File: src/rtl/vx_rr_find_first.sv
// vx_rr_find_first
//   Registered, handshaked find-first selector. Picks one valid lane out of N and
//   forwards its data and lane index through a single output register stage.
//   Fixed-priority mode searches from lane 0 (or lane N-1 with REVERSE). Round-robin
//   mode starts the search at a pointer that rotates past the last winner.
//
// Ports
//   clk      clock
//   reset    synchronous, active-high reset
//   valid_i  per-lane request valid
//   data_i   per-lane data, lane i at [i*DATAW +: DATAW]
//   ready_i  per-lane accept, one-hot or zero
//   valid_o  output register holds a selected item
//   data_o   selected lane data
//   index_o  selected lane number
//   ready_o  downstream accept
module vx_rr_find_first #(
    parameter int unsigned N       = 4,
    parameter int unsigned DATAW   = 8,
    parameter bit          REVERSE = 1'b0,
    parameter bit          RR      = 1'b1,
    parameter int unsigned LOGN    = (N > 1) ? $clog2(N) : 1
) (
    input  logic               clk,
    input  logic               reset,
    input  logic [N-1:0]       valid_i,
    input  logic [N*DATAW-1:0] data_i,
    output logic [N-1:0]       ready_i,
    output logic               valid_o,
    output logic [DATAW-1:0]   data_o,
    output logic [LOGN-1:0]    index_o,
    input  logic               ready_o
);

    localparam logic [LOGN-1:0] LAST  = LOGN'(N - 1);
    localparam logic [LOGN-1:0] FIRST = REVERSE ? LAST : '0;

    logic [LOGN-1:0] ptr_q, ptr_d;
    logic [LOGN-1:0] start;
    logic [LOGN-1:0] win;
    logic [LOGN-1:0] idx;
    logic            any;
    logic            advance;
    logic [DATAW-1:0] win_data;

    assign advance = !valid_o || ready_o;
    assign start   = RR ? ptr_q : FIRST;

    // Walk the lanes from the start point with explicit wrap at 0 / N-1 so a
    // non-power-of-two N never visits an out-of-range lane.
    always_comb begin
        idx = start;
        win = '0;
        any = 1'b0;
        for (int k = 0; k < N; k++) begin
            if (!any && valid_i[idx]) begin
                any = 1'b1;
                win = idx;
            end
            if (REVERSE) begin
                idx = (idx == '0) ? LAST : idx - 1'b1;
            end else begin
                idx = (idx == LAST) ? '0 : idx + 1'b1;
            end
        end
    end

    always_comb begin
        win_data = data_i[int'(win)*DATAW +: DATAW];
    end

    // Next start point sits one step past the winner in search direction.
    always_comb begin
        if (REVERSE) begin
            ptr_d = (win == '0) ? LAST : win - 1'b1;
        end else begin
            ptr_d = (win == LAST) ? '0 : win + 1'b1;
        end
    end

    // Grant only when the output register can take the item this edge.
    always_comb begin
        ready_i = '0;
        if (!reset && advance && any) begin
            ready_i[win] = 1'b1;
        end
    end

    always_ff @(posedge clk) begin
        if (reset) begin
            valid_o <= 1'b0;
            data_o  <= '0;
            index_o <= '0;
            ptr_q   <= FIRST;
        end else if (advance) begin
            valid_o <= any;
            if (any) begin
                data_o  <= win_data;
                index_o <= win;
                if (RR) begin
                    ptr_q <= ptr_d;
                end
            end
        end
    end

endmodule

File: config.mk
export PLATFORM = sky130hd
export DESIGN_NAME = vx_rr_find_first
export DESIGN_NICKNAME = d
export VERILOG_FILES = /design/src/rtl/vx_rr_find_first.sv
export SDC_FILE = /design/constraint.sdc
export NUM_CORES = 1
export LEC_CHECK = 0
export CAP_MARGIN = 20
export CORE_ASPECT_RATIO = 1.75
export CORE_UTILIZATION = 30
export DETAILED_ROUTE_END_ITERATION = 8
export HOLD_SLACK_MARGIN = 0.06
export PLACE_DENSITY = 0.58
export REMOVE_ABC_BUFFERS = 1
export SLEW_MARGIN = 0
export SYNTH_ARGS = -nofsm -noshare
export SYNTH_HDL_FRONTEND = slang
export SYNTH_SLANG_ARGS = --single-unit
File: constraint.sdc
create_clock -name clk -period 3.2 [get_ports clk]
set_clock_uncertainty 0.1 [all_clocks]
set_input_delay 0.64 -clock clk [delete_from_list [all_inputs] [get_ports clk]]
set_output_delay 0.64 -clock clk [all_outputs]
set_load 0.05 [all_outputs]
==> results of run 1 <==
-- logic make-up (layout without fill, tap and decap cells) --
logic type,count (synthesis),after routing
buffers and inverters,10,92
multiplexers,18,18
AND/OR/NAND/NOR,44,44
adder cells (fa/ha/maj),2,2
AO/OA/AOI/OAI,42,42
flip-flops,13,13
-- repair_timing --
action | in CTS | in global routing
buffers inserted | 2 | 2
gates resized for setup | 25 | 12
pin swaps | 4 | 6
setup endpoints to repair | 4 | 4
-- power by group through the flow --
| stage | combinational [mW] | clock, mW | sequential, mW |
|---|---|---|---|
| 4_1_cts | 1.52 | 0.153 | 0.282 |
| 3_3_place_gp | 1.42 | 0 | 0.278 |
| 2_1_floorplan | 0.644 | 0 | 0.515 |
| 3_5_place_dp | 1.44 | 0 | 0.281 |
| 6_report | 1.56 | 0.148 | 0.283 |
| 5_1_grt | 1.67 | 0.163 | 0.294 |
-- worst max-delay path, cell delays in order (launching register included) --
cell     delay (ns)
dfxtp_2        0.33
ha_4           0.24
buf_6          0.13
nor2b_1        0.15
o211a_1        0.25
o31a_2         0.38
nor2_4         0.13
inv_2          0.05
ha_2           0.17
and2_4         0.14
buf_8          0.14
-- per-stage QoR --
step                setup WS, ns  cells
floorplan                 -0.546    122
CTS                      0.00650    255
global route            -0.00738    257
detailed placement        -0.343    249
finish                    0.0912    257
global placement          -0.276    249
-- Yosys cell counts, drive strengths merged --
cell type and number:
a211oi 2, a21oi 11, a221o 9, a2bb2oi 2, a311oi 1, and2 3, and3 2, buf 6
clkbuf 1, dfxtp 13, ha 2, inv 3, mux2 12, mux2i 6, nand2 5, nand2b 3
nand3b 8, nor2 10, nor2b 4, nor3 1, nor3b 3, nor4b 1, o2111a 1, o211a 1
o21a 2, o21ai 9, o31a 1, o31ai 3, or2 1, or3 1, or3b 1, or4 1
-- flip-flops by register name (all words and copies together), names as in the netlist --
register	flops
ptr_q	2
data_o	8
index_o	2
valid_o	1
-- layout make-up --
class                   count  area (sq um)
clock buffers               4          45.0
fillers                   349          1580
inverters                   3          11.3
multi-input cells         106           903
flip-flops and latches     13           263
well taps                  46          57.6
repair buffers             85           801
-- worst min path at each step --
stage	slack, ns	startpoint	to
floorplan	0.46	ptr_q[1]	ptr_q[1]
global placement	0.36	valid_o	valid_o
detailed placement	0.37	data_o[7]	data_o[7]
CTS	0.39	valid_o	valid_o
global route	0.40	valid_o	valid_o
finish	0.38	data_o[6]	data_o[6]
-- metal layers --
metal / routed length (um) / vias up / GRT usage [%]
met4: 15 / 0 / 4.55
met3: 196 / 2 / 4.01
met1: 1460 / 611 / 19.7
met2: 2120 / 43 / 39.4
li1: - / 653 / -
met5: 0 / - / 0
==> out/metrics.yaml, run 1 <==
synthesis.area_sq_um: 1150
syn_to_final_growth_pct: 80.4
via_count: 1309
die_area_sq_um: 4110
drc_errors: 0
worst-r2r-setup-slack_ns: 0.45
grt_pass1_wl_um: 6350
synth_seq_cells: 13
ys_types: 39
clockBufferDepth: 2
cp_max_fo: 10
synthXorXnorAreaFrac_pct: 0
whs_ns: 0.385
die_height_um: 84.0
hp-class: "reg2reg"
sw_frac_of_total_pct: 45.5
syn_area_per_cell_sq_um: 8.94
placed_cell_area_sq_um: 1940
io_buffer_count: 53
antenna_found_initial: 0
dp_hpwl_um: 3010
path_class: "reg2out"
cts_root_buf: "clkbuf_8"
final_nets: 253
worst_r2r_endpoint: "data_o[5]"
yosys_warnings: 0
finalSetupTns_ns: 0
synth-adder-area-share_pct: 2.17
clk_pin_slew_worst_paths_ns: 0.06
finalCritPeriodShare_pct: 97.1
switching_power_mw: 0.906
final_common_cell: "clkdlybuf4s50_1"
ios: 54
cts_tree: "yes"
core_sq_um: 3660
min_period_ns: 3.11
grt_overflow_total: 0
final_util_pct: 56.8
numClockSinks: 13
grt_pass1_vias: 1380
reg2regPathDepth: 10
drive_gt1_share_pct: 35.5
wl_per_cell_um: 14.7
rows: 29
final_cell_mix: "clkdlybuf4s50_1 (45), buf_4 (28), a21oi_1 (11), dfxtp_1 (11)"
critical_path_arrival_ns: 2.37
max_clock_freq_mhz: 322
drtIter0Drc: 30
p_clk_share_pct: 7.5
finalSetupViolCount: 0
hold_buffers: 0
final_area_sq_um: 2080
yosys-top-cells-area: "dfxtp_1 (23%), a221o_1 (7.8%), mux2_4 (7.8%), mux2_2 (5.9%), nand3b_1 (5.2%)"
synthMuxAreaShare_pct: 20.0
grtUsageTotal_pct: 19.7
initial_core_util_pct: 31.5
place.gp.congestion: 0.852
drtAntennaViolNets: 0
power.leakage_nw: 0.877
synth_top_cell_area_share_pct: 22.6
htreeDepth: 1
numCtsBuffers: 3
reg2reg_from: "ptr_q[1]"
drt-pass1-iter-count: 4
power_frac_comb_pct: 78.3
routed_via_density: 5.09
ys_seq_area_share_pct: 22.6
n_antenna_cell: 0
slew_headroom_pct: 35.9
power_mw: 1.99
synth_top_family_by_area: "compound AO/OA/AOI/OAI gates"
critPathLaunch: "ptr_q[1]"
grt_max_degree: 17
worstMarginPinSlew_ns: 0.954
hold_depth: 1
required_ns: 2.46
endpoint: "ready_i[3]"
p_int_mw: 1.08
power_density_nw_per_um2: 956
synth_compound_area_share_pct: 26.9
synth_top_cell_by_area: "dfxtp_1"
worst_setup_path_start_kind: "flop"
status: "finished, final reports clean"
wl_um: 3780
critical_path.endpoint_type: "output port"
slew_violations: 0
dieWidth_um: 48.9
clk_latency_ns: 0.24
hold_viol: 0
vdd_drop_max_mv: 0.471
yosys.area_share.simple_pct: 23.8
cap_violations: 0
p_seq_share_pct: 14.2
netlist_instances: 129
No activity file was read; power rests on OpenSTA's default activity.
==> run 2, diff against run 1 <==
CORE_ASPECT_RATIO = 0.5   (was 1.75)
==> out/metrics.yaml, run 2 (synthesis results as in run 1) <==
regMostFlops: "data_o"
antenna_found_initial: 0
reg.largest.list: "data_o: 8 flops, index_o: 2 flops, ptr_q: 2 flops"
rsz0062_at_grt: "yes"
min_period_ns: 3.16
die_area_sq_um: 4110
slew_headroom_pct: 63.9
initial_core_util_pct: 32.5
cap_violations: 0
numCtsBuffers: 3
wl_per_cell_um: 13.9
clockBufferDepth: 2
syn_to_final_growth_pct: 81.1
dp_slack_ns: -0.343
endpoint: "ready_i[3]"
grt_pass1_vias: 1204
vdd_drop_max_mv: 0.350
worst-r2r-setup-slack_ns: 0.32
grt_overflow_total: 0
drtIter0Drc: 33
hold_start: "valid_o"
clk_latency_ns: 0.24
critPathLaunch: "ptr_q[0]"
placed_cell_area_sq_um: 1940
path_class: "reg2out"
required_ns: 2.46
n_antenna_cell: 0
grtUsageTotal_pct: 18.1
routed_via_density: 5.12
finalSetupViolCount: 0
worst_setup_path_start_kind: "flop"
p_int_mw: 1.09
p_seq_share_pct: 14.2
critical_path_arrival_ns: 2.42
htreeDepth: 1
via_count: 1342
final_cell_mix: "clkdlybuf4s50_1 (45), buf_4 (28), a21oi_1 (11), dfxtp_1 (11)"
clk_pin_slew_worst_paths_ns: 0.05
final_common_cell: "clkdlybuf4s50_1"
rows: 15
cts_root_buf: "clkbuf_8"
power_frac_comb_pct: 78.2
worstMarginPinSlew_ns: 0.540
finalCritPeriodShare_pct: 98.6
p_clk_share_pct: 7.5
power.leakage_nw: 0.869
switching_power_mw: 0.914
worst_r2r_endpoint: "data_o[7]"
drt-pass1-iter-count: 4
hold_viol: 0
wl_um: 3650
dp_hpwl_um: 2790
numClockSinks: 13
die_height_um: 45.9
place.gp.congestion: 0.827
core_sq_um: 3550
cts_tree: "yes"
grt_max_degree: 17
drc_errors: 0
reg2reg_from: "ptr_q[0]"
sw_frac_of_total_pct: 45.6
dieWidth_um: 89.7
drtAntennaViolNets: 0
final_nets: 253
final_area_sq_um: 2090
worst_slack_ns: 0.0437
io_buffer_count: 53
ios: 54
reg2regPathDepth: 10
drive_gt1_share_pct: 33.6
power_density_nw_per_um2: 959
grt_pass1_wl_um: 5620
slew_violations: 0
max_clock_freq_mhz: 317
largest_reg_flops: 8
cp_max_fo: 5
status: "finished, final reports clean"
critical_path.endpoint_type: "output port"
hp-class: "reg2reg"
==> run 2: worst min path at each step <==
stage	to	depth (start not counted)	slack, ns
2_1_floorplan	ptr_q[1]	2	0.46
3_3_place_gp	valid_o	2	0.36
3_5_place_dp	valid_o	2	0.37
4_1_cts	valid_o	2	0.38
5_1_grt	valid_o	2	0.41
6_report	valid_o	2	0.39
==> run 2: repair_timing <==
item	in CTS	in global routing
hold buffers	0	0
pin swaps	3	7
gates resized for setup	18	11
gates cloned	0	1
endpoints found under the setup margin	4	4
buffers inserted	1	2
==> run 2: stage by stage <==
stage	hold slack (ns)	std cells	setup TNS [ns]	total power, mW	utilization, %
floorplan	0.457	122	-1.65	1.16	-
global placement	0.361	253	-1.71	1.69	54.6
detailed placement	0.374	253	-1.71	1.71	54.6
CTS	0.383	258	0	1.94	57.5
global route	0.406	262	-0.0624	2.14	58.9
finish	0.386	262	0	2.00	58.9
==> run 2: layout make-up <==
type / instances / area (sq um)
multi-input cells: 106 / 907
well taps: 51 / 63.8
flip-flops and latches: 13 / 263
inverters: 3 / 11.3
repair buffers: 85 / 800
fillers: 310 / 1460
clock buffers: 4 / 45.0
==> run 2: worst max-delay path, stage by stage (launching register included) <==
cell and delay (ns):
dfxtp_2 0.34, ha_4 0.28, mux2_4 0.33, and3_4 0.16, o21a_1 0.18, or3_4 0.42
ha_2 0.18, and2_1 0.14, buf_6 0.15
==> run 2: routing by layer <==
layer / global-route usage, % / vias up / routed length [um] / part of all wire (%)
met5: 0 / - / 0 / 0
met4: 3.81 / 0 / 0 / 0
met3: 3.44 / 0 / 126 / 3.5
met2: 32.3 / 30 / 1820 / 50
met1: 23.0 / 654 / 1700 / 47
li1: - / 658 / - / -
==> run 2: power by group through the flow <==
stage          combinational [mW]  clock, mW  sequential [mW]
2_1_floorplan               0.644          0            0.515
3_3_place_gp                 1.41          0            0.279
3_5_place_dp                 1.43          0            0.281
4_1_cts                      1.50      0.156            0.284
5_1_grt                      1.68      0.164            0.293
6_report                     1.57      0.151            0.285
==> run 3, diff against run 2 <==
DONT_BUFFER_PORTS = 1   (was not set)
PLACE_DENSITY = 0.4   (was 0.58)
==> out/metrics.yaml, run 3 (synthesis results as in run 1) <==
clockBufferDepth: 2
p_seq_share_pct: 30.7
grt_overflow_total: 0
min_period_ns: 3.13
finalCritPeriodShare_pct: 97.7
critical_path.endpoint_type: "output port"
regMostFlops: "data_o"
crit_slowest_cell: "or3_4"
wl_um: 3110
grt_max_degree: 17
required_ns: 2.46
reg.largest.list: "data_o: 8 flops, index_o: 2 flops, ptr_q: 2 flops"
numClockSinks: 13
p_clk_share_pct: 8.9
crit_chain: "ha_4, mux2_4, and3_1, o21a_1, or3_4, ha_1, and2_4, buf_12"
cp_max_fo: 6
dp_hpwl_um: 2390
hold_viol: 0
path_class: "reg2out"
p_int_mw: 0.849
power_mw: 1.68
core_sq_um: 3550
routed_via_density: 5.40
numCtsBuffers: 3
drive_gt1_share_pct: 35.2
status: "finished, final reports clean"
critical_path_arrival_ns: 2.39
worst_setup_path_start_kind: "flop"
hp-class: "in2reg"
wl_per_cell_um: 15.8
drtAntennaViolNets: 0
ios: 54
final_common_cell: "buf_4"
cts_root_buf: "clkbuf_8"
via_count: 1058
grtUsageTotal_pct: 15.4
multi_input_area_sq_um: 886
finalSetupViolCount: 0
final_nets: 187
grt_pass1_vias: 981
slowest_delay_ns: 0.42
rsz0062_at_grt: "no"
die_area_sq_um: 4110
drt-pass1-iter-count: 4
slew_violations: 0
final_cell_mix: "buf_4 (15), a21oi_1 (11), dfxtp_1 (11)"
n_antenna_cell: 0
switching_power_mw: 0.833
slew_headroom_pct: 33.1
clk_latency_ns: 0.24
hold_buffers: 0
sw_frac_of_total_pct: 49.5
io_buffer_count: 0
place.gp.congestion: 0.738
worst-r2r-setup-slack_ns: 0.48
dieWidth_um: 89.7
whs_ns: 0.353
cap_violations: 0
crit_buf_inv: 1
antenna_found_initial: 0
clk_pin_slew_worst_paths_ns: 0.06
initial_core_util_pct: 32.5
largest_reg_flops: 8
grt_pass1_wl_um: 4650
die_height_um: 45.9
cts_tree: "yes"
drtIter0Drc: 38
power_density_nw_per_um2: 1160
regArea_sq_um: 263
n_fill_cell: 361
drc_errors: 0
power.leakage_nw: 0.600
syn_to_final_growth_pct: 25.9
path_delay_family: "simple AND/OR/NAND/NOR gates"
max_clock_freq_mhz: 320
htreeDepth: 1
worstMarginPinSlew_ns: 0.995
rows: 15
vdd_drop_max_mv: 0.267
power_frac_comb_pct: 60.4
run 3: cell count changes in the layout (fill, tap and decap cells not counted), moves of 2 or more:
cell             change
clkdlybuf4s50_1     -45
clkdlybuf4s15_1      -3
buf_2                -2
buf_4               -13
buf_6                -2
run 3: worst paths after layout:
check                              start         end  cells past startpoint
worst max-delay path            ptr_q[0]  ready_i[3]                      8
worst min register to register  ptr_q[1]    ptr_q[1]                      3
worst min-delay path               reset    ptr_q[0]                      1
worst max register to register  ptr_q[1]   data_o[7]                      9
run 3: final cells by class:
cell class / instances / share of cell area [%]
clock buffer: 4 / 3.10
timing repair buffer: 19 / 12.7
tap: 51 / 4.39
multi-input combinational: 106 / 61.0
sequential: 13 / 18.1
inverter: 3 / 0.775
run 3: power groups by stage:
stage	Sequential, mW	Combinational [mW]	Clock (mW)
after floorplan	0.515	0.644	0
after global routing	0.527	1.11	0.163
after detailed placement	0.516	0.933	0
final	0.516	1.02	0.149
after global placement	0.514	0.936	0
after CTS	0.516	0.988	0.158
run 3: worst reg2reg max path, delay by kind of cell, from the launching register on:
kind	cells	cell delay, ns
flops	1	0.33
buf+inv	2	0.37
fa+ha+maj	1	0.24
simple gates	2	0.27
compound gates	3	0.94
mux	1	0.36
run 3: what timing repair did:
action	4_1_cts	5_1_grt
buffers inserted	0	3
gates resized for setup	8	6
setup endpoints to repair	3	3
cloned	0	0
pin swaps	2	3
run 3: stage by stage:
stage / instance area [sq um] / cells / worst slack (ns) / setup TNS, ns / utilization, %
detailed placement: 1330 / 189 / 0.0558 / 0 / 37.6
finish: 1450 / 196 / 0.0747 / 0 / 41.0
floorplan: 1110 / 122 / -0.546 / -1.65 / -
global placement: 1330 / 189 / 0.102 / 0 / 37.6
CTS: 1420 / 193 / 0.00856 / 0 / 39.9
global route: 1450 / 196 / 0.00113 / 0 / 41.0
run 3: routing by layer:
layer	global-route usage, %	up-vias	routed length [um]
met5	0	-	0
met4	3.81	0	21
met3	4.71	2	291
met2	25.6	43	1310
met1	19.8	484	1480
li1	-	529	-
